$ cat src/rtl/score_ram_arbiter.sv
// Round-robin arbiter sharing the single-port 32x16 score RAM between three requesters,
// with lock-based ownership retention for read-modify-write sequences.
//   state | meaning
//   IDLE  | no owner, arbitrate among pending requests
//   ISSUE | drive RAM address/data/RW from the latched op
//   WAIT  | hold RAM pins for RAM_LAT cycles, then ack (and capture read data)
//   DONE  | ack cleared, requests ignored, decide hold or release
//   HOLD  | locked owner keeps gnt, waits for its next op or lock drop/timeout
module score_ram_arbiter #(
  parameter int RAM_LAT = 3,
  parameter int LOCK_TO = 64
) (
  input  logic        clk,
  input  logic        rst,
  input  logic [2:0]  req,
  input  logic [2:0]  lock,
  input  logic [2:0]  rw,
  input  logic [14:0] addr,
  input  logic [47:0] din,
  output logic [2:0]  gnt,
  output logic [2:0]  ack,
  output logic [15:0] rdata,
  output logic        busy,
  output logic        err_timeout,
  output logic [4:0]  scoreRAM_Addr,
  output logic [15:0] scoreRAM_Din,
  output logic        scoreRAM_RW,
  input  logic [15:0] scoreRAM_Dout
);

  typedef enum logic [2:0] {IDLE, ISSUE, WAIT, DONE, HOLD} stateT;

  localparam logic [3:0] CNT_LAST = 4'(RAM_LAT - 1);
  localparam logic [7:0] TO_LAST  = 8'(LOCK_TO - 1);

  stateT       state;
  logic [1:0]  last;
  logic        opRw;
  logic [4:0]  opAddr;
  logic [15:0] opDin;
  logic [3:0]  cnt;
  logic [7:0]  toCnt;

  logic [1:0]  firstIdx, secondIdx, winner, selIdx;
  logic [2:0]  winGnt;
  logic        selRw;
  logic [4:0]  selAddr;
  logic [15:0] selDin;
  logic        ownReq, ownLock;

  function automatic logic [1:0] nextIdx(input logic [1:0] i);
    return (i == 2'd2) ? 2'd0 : i + 2'd1;
  endfunction

  function automatic logic bitOf(input logic [2:0] v, input logic [1:0] i);
    case (i)
      2'd0:    return v[0];
      2'd1:    return v[1];
      default: return v[2];
    endcase
  endfunction

  always_comb begin
    firstIdx  = nextIdx(last);
    secondIdx = nextIdx(firstIdx);
    winner    = bitOf(req, firstIdx)  ? firstIdx  :
                bitOf(req, secondIdx) ? secondIdx : last;
    winGnt    = 3'b001 << winner;
    // in HOLD the owner is always the last winner, so no re-arbitration
    selIdx    = (state == HOLD) ? last : winner;
    case (selIdx)
      2'd0: begin
        selRw = rw[0]; selAddr = addr[4:0];   selDin = din[15:0];
      end
      2'd1: begin
        selRw = rw[1]; selAddr = addr[9:5];   selDin = din[31:16];
      end
      default: begin
        selRw = rw[2]; selAddr = addr[14:10]; selDin = din[47:32];
      end
    endcase
    ownReq  = |(req & gnt);
    ownLock = |(lock & gnt);
  end

  always_ff @(posedge clk or negedge rst) begin
    if (!rst) begin
      state         <= IDLE;
      last          <= 2'd2;
      gnt           <= 3'b000;
      ack           <= 3'b000;
      rdata         <= 16'h0000;
      busy          <= 1'b0;
      err_timeout   <= 1'b0;
      scoreRAM_Addr <= 5'd0;
      scoreRAM_Din  <= 16'h0000;
      scoreRAM_RW   <= 1'b0;
      opRw          <= 1'b0;
      opAddr        <= 5'd0;
      opDin         <= 16'h0000;
      cnt           <= 4'd0;
      toCnt         <= 8'd0;
    end else begin
      ack         <= 3'b000;
      err_timeout <= 1'b0;
      case (state)
        IDLE: if (|req) begin
          opRw   <= selRw;
          opAddr <= selAddr;
          opDin  <= selDin;
          gnt    <= winGnt;
          last   <= winner;
          busy   <= 1'b1;
          state  <= ISSUE;
        end
        ISSUE: begin
          scoreRAM_Addr <= opAddr;
          scoreRAM_Din  <= opDin;
          scoreRAM_RW   <= opRw;
          cnt           <= 4'd0;
          state         <= WAIT;
        end
        WAIT: if (cnt == CNT_LAST) begin
          if (!opRw) rdata <= scoreRAM_Dout;
          ack         <= gnt;
          scoreRAM_RW <= 1'b0;
          state       <= DONE;
        end else begin
          cnt <= cnt + 4'd1;
        end
        DONE: if (ownLock) begin
          toCnt <= 8'd0;
          state <= HOLD;
        end else begin
          gnt   <= 3'b000;
          busy  <= 1'b0;
          state <= IDLE;
        end
        HOLD: if (ownReq) begin
          opRw   <= selRw;
          opAddr <= selAddr;
          opDin  <= selDin;
          state  <= ISSUE;
        end else if (!ownLock) begin
          gnt   <= 3'b000;
          busy  <= 1'b0;
          state <= IDLE;
        end else if (toCnt == TO_LAST) begin
          gnt         <= 3'b000;
          busy        <= 1'b0;
          err_timeout <= 1'b1;
          state       <= IDLE;
        end else begin
          toCnt <= toCnt + 8'd1;
        end
        default: state <= IDLE;
      endcase
    end
  end

endmodule

$ cat config.mk
export PLATFORM = sky130hd
export DESIGN_NAME = score_ram_arbiter
export DESIGN_NICKNAME = d
export VERILOG_FILES = /design/src/rtl/score_ram_arbiter.sv
export SDC_FILE = /design/constraint.sdc
export NUM_CORES = 1
export LEC_CHECK = 0
export BUFFER_PORTS_ARGS = -buffer_cell sky130_fd_sc_hd__buf_2
export CAP_MARGIN = 20
export CORE_UTILIZATION = 40
export DETAILED_ROUTE_END_ITERATION = 8
export PLACE_DENSITY_LB_ADDON = 0.08
export SLEW_MARGIN = 20
export SYNTH_ARGS = -nofsm -noshare
export SYNTH_HDL_FRONTEND = slang
export SYNTH_SLANG_ARGS = --single-unit
$ cat constraint.sdc
create_clock -name clk -period 2.4 [get_ports clk]
set_input_delay 0.72 -clock clk [delete_from_list [all_inputs] [get_ports clk]]
set_output_delay 0.72 -clock clk [all_outputs]
set_load 0.01 [all_outputs]
==> impl_metrics.csv, run 1 <==
group,metric,value,unit
route,drcViolationCount,0,
grt,gr-total-overflow,0,
status,status,"complete, no violations",
clock_tree,tritoncts,"yes",
synthesis,syn_area_per_cell,10.7,sq um
worst_setup_path,critPathRequiredTime,2.68,ns
worst_setup_path,cp-start-kind,"input pin",
cells_and_area,final_area,5200,sq um
floorplanning,rows,36,
sta,setup_viol,0,
route,firstDrtPassIters,5,
cells_and_area,post-route-util,0.535,
floorplanning,io_pins,136,
power_and_ir_drop,p_switching,2.44,mW
worst_setup_path,crit-reg2reg-capture,"opRw",
grt,use_met2,0.345,
synthesis,yosys.area_share.simple,0.162,
synthesis,synthCells,373,
route,drt_first_iter_violations,123,
worst_setup_path,path_class,"input pin to flip-flop",
route,wl,10300,microns
clock_tree,htree_levels,3,
placement,post-dp-hpwl,7120,microns
grt,antenna_found_initial,0,
synthesis,ys_seq_area_frac,0.532,
power_and_ir_drop,clock_power_share,0.172,
worst_setup_path,r2r-start,"last[1]",
run,max-cap-violations,0,
clock_tree,cts_buffers,9,
sta,finalHoldViolations,0,
route,via_count,3481,
floorplanning,dieArea,10400,sq um
floorplanning,die_y,102,microns
worst_setup_path,arrival,2.48,ns
sta,rsz0062_at_grt,"no",
clock_tree,clk_path_buf_depth,2,
clock_tree,cts-root-buf,"clkbuf_8",
power_and_ir_drop,p_leak,2.44,nW
synthesis,ys_types,54,
route,antenna_left,0,
power_and_ir_drop,ir_drop,0.000492,V
clock_tree,clock_latency,0.35,ns
synthesis,ys_ff_latch,85,
cells_and_area,diodes,0,
placement,placedCellCount,641,
grt,grt_pass1_wl,16300,microns
sta,fin_skew,0.0120,ns
clock_tree,cts_hold_buf,0,
worst_setup_path,crit_path_cell_trace,"buf_2, or2b_1, a221oi_1, buf_4, a22o_1, buf_12, nand2_1, a32oi_1",
worst_setup_path,path_delay_family,"compound AO/OA/AOI/OAI gates",
worst_setup_path,crit_fanout,21,
power_and_ir_drop,p_int,3.87,mW
synthesis,netlist_area,4000,sq um
floorplanning,die_w,102,microns
sta,final_max_slew_viol_count,0,
floorplanning,initial_core_util,0.411,
placement,port_buffers,135,
sta,worstMarginPinSlew,0.681,ns
worst_setup_path,slowest_stage,"a221oi_1",
worst_setup_path,rrSetupSlack,0.23,ns
grt,use_met3,0.0301,
sta,slew_headroom,0.545,
synthesis,synth_fa_ha_area_frac,0.00939,
synthesis,synth_mux_area_frac,0.110,
cells_and_area,area_growth_syn_to_layout,30.1,%
floorplanning,core_area,9730,sq um
grt,grt_start_max_net_pins,54,
power_and_ir_drop,p_total,6.31,mW
grt,grt_use_total,0.205,
cells_and_area,nets,612,
synthesis,synthXorXnorAreaFrac,0.0110,
grt,top_usage_layer,"met2",
grt,grt_use_met1,0.272,
grt,grt_pass1_vias,3301,
synthesis,synth_compound_area_frac,0.146,
hold_path,hold_class,"input pin to async pin",
power_and_ir_drop,seqPwrFrac,0.368,
worst_setup_path,r2r_cells,7,
cells_and_area,final_common_cell,"buf_2",
worst_setup_path,path_buf_inv,3,
cells_and_area,fill_cells,910,
synthesis,synthesis.nets,466,
cells_and_area,final_cells,657,
placement,place_area,4990,sq um
synthesis,synth_edf_count,0,
power_and_ir_drop,p_comb_frac,0.460,
synthesis,synth_ff_type,"dfrtp_1",
power_and_ir_drop,pwr_density_cell,1210,nW/um^2
power_and_ir_drop,netSwitchingFraction,0.387,
cells_and_area,layout_common_cells,"134 x buf_2, 84 x dfrtp_1, 51 x nand2_1, 39 x mux2_2, 35 x nor2_1",
sta,clock.fmax,455,MHz
worst_setup_path,critPathMaxStageDelay,0.55,ns
clock_tree,cts_setup_buffers,0,
sta,period_share,0.916,
route,viasPerCell,5.30,
clock_tree,clk_pin_slew,0.10,ns
sta,period_needed,2.20,ns
route,wl_per_cell,15.7,microns
cells_and_area,layout-drive-gt1-share,0.429,
synthesis,synth-async-reset-ratio,1.00,
synthesis,yosysWarnings,0,
worst_setup_path,crit_path_end_kind,"flip-flop",
synthesis,synth_top_family_by_area,"simple AND/OR/NAND/NOR gates",
clock_tree,clock-sinks,85,
placement,gp_congestion,0.739,
[flip-flops by register name, summed over array words and instances, names as in the netlist]
| name | flops |
|---|---|
| last | 2 |
| ack | 3 |
| gnt | 3 |
| opRw | 1 |
| cnt | 4 |
| scoreRAM_RW | 1 |
| rdata | 16 |
| state | 3 |
| opAddr | 5 |
| toCnt | 8 |
| err_timeout | 1 |
| opDin | 16 |
| busy | 1 |
| scoreRAM_Din | 16 |
| scoreRAM_Addr | 5 |
[worst max-delay path by stage]
stage	cells past startpoint	slack (ns)	to	start
2_1_floorplan	6	0.14	toCnt[4]	req[1]
3_3_place_gp	6	-0.07	opRw	req[1]
3_5_place_dp	6	-0.09	opRw	req[2]
4_1_cts	6	0.19	opDin[13]	state[1]
5_1_grt	7	0.12	opRw	last[1]
6_report	8	0.20	opRw	req[1]
[worst reg2reg max path, cell delays in order, from the launching register on]
cell and delay (ns):
dfstp_2 0.63, nor2b_1 0.08, a221oi_1 0.57, buf_4 0.22
a22o_1 0.18, buf_12 0.17, nand2_1 0.08, a32oi_1 0.16
[through the flow]
step / hold slack, ns / setup TNS (ns) / worst slack (ns)
floorplan: 0.424 / 0 / 0.142
global placement: 0.458 / -1.31 / -0.0741
detailed placement: 0.466 / -1.35 / -0.0929
CTS: 0.143 / 0 / 0.193
global route: 0.141 / 0 / 0.124
finish: 0.159 / 0 / 0.202
[final cells by class]
cell class | count | area, sq um | share of cell area
clock buffer | 9 | 124 | 0.0238
clock inverter | 7 | 81.3 | 0.0156
inverter | 6 | 22.5 | 0.00433
multi-input combinational | 261 | 1780 | 0.342
sequential | 85 | 2130 | 0.409
tap | 133 | 166 | 0.0320
timing repair buffer | 156 | 898 | 0.173
[power by group through the flow]
stage	sequential, mW	clock (mW)	combinational, mW
2_1_floorplan	2.45	0	1.67
3_3_place_gp	2.33	0	2.85
3_5_place_dp	2.36	0	2.92
4_1_cts	2.33	1.11	2.93
5_1_grt	2.41	1.17	3.24
6_report	2.32	1.08	2.90
[cell families (layout without fill, tap and decap cells)]
kind of cell	after synthesis	count (layout)
compound gates	77	77
simple gates	137	137
fa+ha+maj	3	3
buf+inv	27	178
xor+xnor	5	5
flops	85	85
mux	39	39
[cell usage after synthesis, types with 3 or more instances]
| master | count | area (sq um) |
|---|---|---|
| a21o_1 | 3 | 22.5 |
| mux2_2 | 39 | 439 |
| buf_2 | 4 | 20.0 |
| dfrtp_1 | 84 | 2100 |
| nor2_1 | 37 | 139 |
| nor3_1 | 9 | 45.0 |
| o21ai_0 | 5 | 25.0 |
| xnor2_1 | 4 | 35.0 |
| a221oi_1 | 22 | 193 |
| a21oi_1 | 4 | 20.0 |
| nor4_1 | 3 | 18.8 |
| or3_1 | 3 | 18.8 |
| ha_1 | 3 | 37.5 |
| inv_1 | 6 | 22.5 |
| nand3_1 | 8 | 40.0 |
| and2_1 | 4 | 25.0 |
| a31oi_1 | 21 | 131 |
| nand2_1 | 51 | 191 |
| nand2b_1 | 4 | 25.0 |
| nor2b_1 | 3 | 18.8 |
| clkbuf_1 | 16 | 60.1 |
[per-layer routing]
layer  up-vias  share of wire  wire [microns]
met5         -              0               0
met4         0          0.013             136
met3        18          0.049             504
met2       110           0.49            5090
met1      1692           0.44            4550
li1       1661              -               -
[what timing repair did]
| action | in CTS | in global routing |
|---|---|---|
| hold endpoints to repair | 0 | 0 |
| resized for setup | 0 | 1 |
| setup endpoints to repair | 0 | 1 |
Note: power is estimated with default switching activity, not from simulation.
==> run 2, diff against run 1 <==
Settings changed: BUFFER_PORTS_ARGS -buffer_cell sky130_fd_sc_hd__buf_2 to unset, DONT_BUFFER_PORTS set to 1.
==> impl_metrics.csv, run 2 (synthesis results as in run 1) <==
group,metric,value,unit
grt,grt_pass1_vias,2799,
clock_tree,clk_pin_slew,0.08,ns
clock_tree,cts_hold_buf,0,
sta,period_needed,2.00,ns
route,antenna_left,0,
sta,rsz0062_at_grt,"no",
worst_setup_path,rrSetupSlack,0.40,ns
route,firstDrtPassIters,5,
worst_setup_path,crit_fanout,16,
sta,fin_skew,0.0142,ns
sta,final_max_slew_viol_count,0,
run,max-cap-violations,0,
floorplanning,die_y,102,microns
sta,period_share,0.834,
floorplanning,core_area,9730,sq um
sta,finalHoldViolations,0,
cells_and_area,nets,476,
clock_tree,clock-sinks,85,
sta,worstMarginPinSlew,0.639,ns
route,viasPerCell,5.71,
placement,post-dp-hpwl,6360,microns
clock_tree,htree_levels,3,
grt,antenna_found_initial,0,
route,via_count,2968,
floorplanning,rows,36,
grt,grt_use_total,0.180,
sta,hold_ws,0.0570,ns
worst_setup_path,crit-reg2reg-capture,"rdata[10]",
floorplanning,io_pins,136,
worst_setup_path,r2r_cells,6,
power_and_ir_drop,p_leak,1.86,nW
status,status,"complete, no violations",
clock_tree,cts-root-buf,"clkbuf_8",
worst_setup_path,r2r-start,"state[2]",
cells_and_area,final_area,4480,sq um
clock_tree,cts_buffers,9,
power_and_ir_drop,pwr_density_cell,1320,nW/um^2
floorplanning,die_w,102,microns
power_and_ir_drop,ir_drop,0.000436,V
sta,setup_viol,0,
worst_setup_path,arrival,2.23,ns
sta,slew_headroom,0.574,
cells_and_area,area_growth_syn_to_layout,12.2,%
grt,grt_pass1_wl,14100,microns
cells_and_area,layout_common_cells,"84 x dfrtp_1, 51 x nand2_1, 39 x mux2_2, 35 x nor2_1, 22 x a221oi_1",
route,drcViolationCount,0,
floorplanning,dieArea,10400,sq um
cells_and_area,layout-drive-gt1-share,0.225,
worst_setup_path,critPathRequiredTime,2.63,ns
clock_tree,clk_path_buf_depth,2,
route,drt_first_iter_violations,102,
route,wl_per_cell,18.0,microns
placement,place_area,4270,sq um
floorplanning,initial_core_util,0.411,
clock_tree,tritoncts,"yes",
clock_tree,cts_setup_buffers,0,
cells_and_area,diodes,0,
placement,port_buffers,0,
route,wl,9380,microns
worst_setup_path,path_class,"flip-flop to flip-flop",
cells_and_area,reg.largest.list,"opDin x16, rdata x16, scoreRAM_Din x16",
grt,gr-total-overflow,0,
cells_and_area,final_common_cell,"dfrtp_1",
hold_path,hold_class,"input pin to async pin",
placement,gp_congestion,0.786,
worst_setup_path,cp-start-kind,"flip-flop",
worst_setup_path,crit_path_end_kind,"flip-flop",
grt,grt_start_max_net_pins,86,
clock_tree,clock_latency,0.35,ns
sta,clock.fmax,500,MHz
## run 2: cell types whose count changed in the layout (fill, tap and decap cells not counted), sizes merged
cell,before,now
buf,156,20
bufinv,1,2
inv,10,6
clkinv,2,1
clkinvlp,0,1
clkbuf,9,11
## run 2: critical path, cell delays in order (launching register included)
cell and delay (ns):
dfrtp_1 0.44, buf_4 0.19, nand2b_1 0.17, nor4_1 0.32
and2_1 0.18, buf_4 0.22, mux2_2 0.36
## run 2: cell type report
| type | count | area (sq um) |
|---|---|---|
| clock buffer | 11 | 141 |
| multi-input combinational | 261 | 1770 |
| fill | 932 | 5250 |
| sequential | 85 | 2130 |
| timing repair buffer | 20 | 179 |
| tap | 133 | 166 |
| inverter | 6 | 22.5 |
| clock inverter | 4 | 72.6 |
## run 2: stage by stage
stage          cells  total power, mW   util  setup TNS [ns]  setup slack (ns)
2_1_floorplan    373             4.12      -               0             0.142
3_3_place_gp     504             4.81  0.437          -0.313           -0.0361
3_5_place_dp     505             4.89  0.438          -0.923           -0.0813
4_1_cts          520             6.00  0.460               0             0.112
5_1_grt          520             6.37  0.461               0             0.244
6_report         520             5.94  0.461               0             0.399
## run 2: what timing repair did
item	4_1_cts	5_1_grt
resized for setup	0	1
endpoints found under the hold margin	0	0
setup endpoints to repair	0	22
## run 2: routing by layer
layer,track usage,up-vias,wire length [microns]
li1,-,1386,-
met1,0.224,1475,4010
met2,0.295,96,4590
met3,0.0499,11,637
met4,0.0714,0,145
met5,0,-,0
## run 2: how the worst max path moves through the flow
stage | startpoint | to | slack, ns | cells after the start
floorplan | req[1] | toCnt[4] | 0.14 | 6
global placement | req[2] | opRw | -0.04 | 6
detailed placement | req[2] | opRw | -0.08 | 6
CTS | state[1] | opRw | 0.11 | 6
global route | state[1] | opDin[11] | 0.24 | 6
finish | state[2] | rdata[10] | 0.40 | 6
## run 2: power by group
part / switching [mW] / total [mW] / internal [mW]
Clock: 0.496 / 1.10 / 0.608
Sequential: 0.530 / 2.54 / 2.01
Combinational: 1.20 / 2.29 / 1.10
==> run 3, diff against run 2 <==
Clock period 2.4 ns to 1.8 ns, I/O delays scaled along.
==> impl_metrics.csv, run 3 (synthesis results as in run 1) <==
group,metric,value,unit
cells_and_area,reg.largest.list,"opDin x16, rdata x16, scoreRAM_Din x16",
grt,use_met3,0.0492,
sta,finalHoldViolations,84,
placement,port_buffers,0,
clock_tree,clk_path_buf_depth,2,
worst_setup_path,crit_path_end_kind,"flip-flop",
cells_and_area,final_area,5100,sq um
floorplanning,initial_core_util,0.411,
floorplanning,die_y,102,microns
sta,fin_skew,0.0154,ns
power_and_ir_drop,pwr_density_cell,1700,nW/um^2
sta,clock.fmax,545,MHz
route,drcViolationCount,0,
worst_setup_path,critPathMaxStageDelay,0.60,ns
placement,post-dp-hpwl,6730,microns
grt,antenna_found_initial,0,
grt,grt_use_met1,0.241,
clock_tree,clock-sinks,85,
floorplanning,rows,36,
route,drt_first_iter_violations,96,
cells_and_area,layout_common_cells,"83 x dfrtp_1, 49 x nand2_1, 39 x buf_4, 38 x mux2_2, 33 x nor2_1",
sta,period_needed,1.83,ns
worst_setup_path,worst-path-stages,7,
worst_setup_path,critPathRequiredTime,2.07,ns
clock_tree,cts_buffers,9,
sta,hold_ws,-0.133,ns
status,violations,"hold timing, setup timing",
route,wl_per_cell,18.1,microns
grt,grt_start_max_net_pins,86,
sta,worstMarginPinSlew,0.503,ns
floorplanning,core_area,9730,sq um
worst_setup_path,rrSetupSlack,-0.03,ns
cells_and_area,final_common_cell,"dfrtp_1",
grt,grt_pass1_wl,14800,microns
worst_setup_path,startpoint,"last[1]",
worst_setup_path,crit_path_end,"opDin[7]",
worst_setup_path,path_buf_inv,2,
grt,top_usage_layer,"met2",
cells_and_area,nets,510,
floorplanning,io_pins,136,
worst_setup_path,path_class,"flip-flop to flip-flop",
worst_setup_path,crit_fanout,6,
worst_setup_path,slowest_stage,"dfstp_2",
clock_tree,clk_pin_slew,0.10,ns
route,via_count,3061,
worst_setup_path,r2r_cells,7,
power_and_ir_drop,ir_drop,0.000603,V
grt,grt_pass1_vias,2835,
status,status,"complete, but fails checks",
route,viasPerCell,5.52,
placement,gp_congestion,0.787,
route,firstDrtPassIters,4,
worst_setup_path,path_delay_family,"flip-flops",
route,wl,10000,microns
worst_setup_path,r2r-start,"last[1]",
cells_and_area,layout-drive-gt1-share,0.386,
cells_and_area,post-route-util,0.524,
sta,setup_tns,-0.191,ns
clock_tree,htree_levels,3,
clock_tree,cts-root-buf,"clkbuf_8",
floorplanning,dieArea,10400,sq um
floorplanning,die_w,102,microns
sta,timing.final.ws_setup,-0.0347,ns
grt,grt_use_total,0.186,
placement,place_area,4650,sq um
run,max-cap-violations,0,
clock_tree,clock_latency,0.36,ns
grt,gr-total-overflow,0,
worst_setup_path,crit_path_cell_trace,"nor2_4, o32a_4, nor3_4, buf_6, buf_8, nand2_1, a31oi_1",
cells_and_area,diodes,0,
route,antenna_left,0,
grt,use_met2,0.297,
power_and_ir_drop,p_leak,2.15,nW
worst_setup_path,cp-start-kind,"flip-flop",
worst_setup_path,crit-reg2reg-capture,"opDin[7]",
hold_path,hold_class,"input pin to async pin",
cells_and_area,area_growth_syn_to_layout,27.5,%
clock_tree,tritoncts,"yes",
sta,final_max_slew_viol_count,0,
sta,slew_headroom,0.662,
sta,period_share,1.02,
worst_setup_path,arrival,2.11,ns
sta,rsz0062_at_grt,"yes",
sta,setup_viol,12,
## run 3: cell count changes in the layout (fill, tap and decap cells not counted), moves of 7 or more
cell and delta:
a221oi_1 -22, buf_4 +22, a221oi_2 +21, buf_12 +7
## run 3: worst min-delay path by stage
stage / from / end / slack, ns
3_3_place_gp: rst / rdata[13] / 0.25
6_report: rst / opAddr[1] / -0.13
5_1_grt: rst / rdata[8] / -0.16
2_1_floorplan: rst / ack[0] / 0.24
4_1_cts: rst / scoreRAM_Addr[1] / -0.16
3_5_place_dp: rst / rdata[15] / 0.25
## run 3: area by class of cell
cell class | count | area [sq um]
inverter | 6 | 22.5
multi-input combinational | 261 | 2050
clock buffer | 10 | 128
timing repair buffer | 54 | 554
clock inverter | 6 | 46.3
fill | 883 | 4630
sequential | 85 | 2130
tap | 133 | 166
## run 3: worst register-to-register path, stage by stage (launching register included)
cell	delay, ns
dfstp_2	0.60
nor2_4	0.05
o32a_4	0.39
nor3_4	0.24
buf_6	0.14
buf_8	0.12
nand2_1	0.06
a31oi_1	0.17
## run 3: power by group
group / internal [mW] / switching (mW)
Combinational: 2.14 / 1.94
Clock: 0.512 / 0.716
Sequential: 2.68 / 0.685
Total: 5.34 / 3.34
## run 3: repair_timing
| item | 4_1_cts | 5_1_grt |
|---|---|---|
| endpoints found under the hold margin | 84 | 84 |
| resized for setup | 3 | 35 |
| gates cloned | 0 | 3 |
| pin swaps | 0 | 15 |
| setup endpoints to repair | 6 | 47 |
| buffers inserted | 0 | 9 |
## run 3: layer usage
layer / up-vias / wire length, microns / part of all wire
met1: 1517 / 4420 / 0.44
met3: 8 / 656 / 0.065
met4: 0 / 127 / 0.013
li1: 1455 / - / -
met5: - / 0 / 0
met2: 81 / 4830 / 0.48
## run 3: metrics by stage
step,instances,power (mW),setup WS [ns]
2_1_floorplan,373,5.69,-0.269
3_3_place_gp,527,6.99,-0.0793
3_5_place_dp,527,7.07,-0.141
4_1_cts,543,8.34,-0.0128
6_report,555,8.68,-0.0347
5_1_grt,555,9.28,-0.108
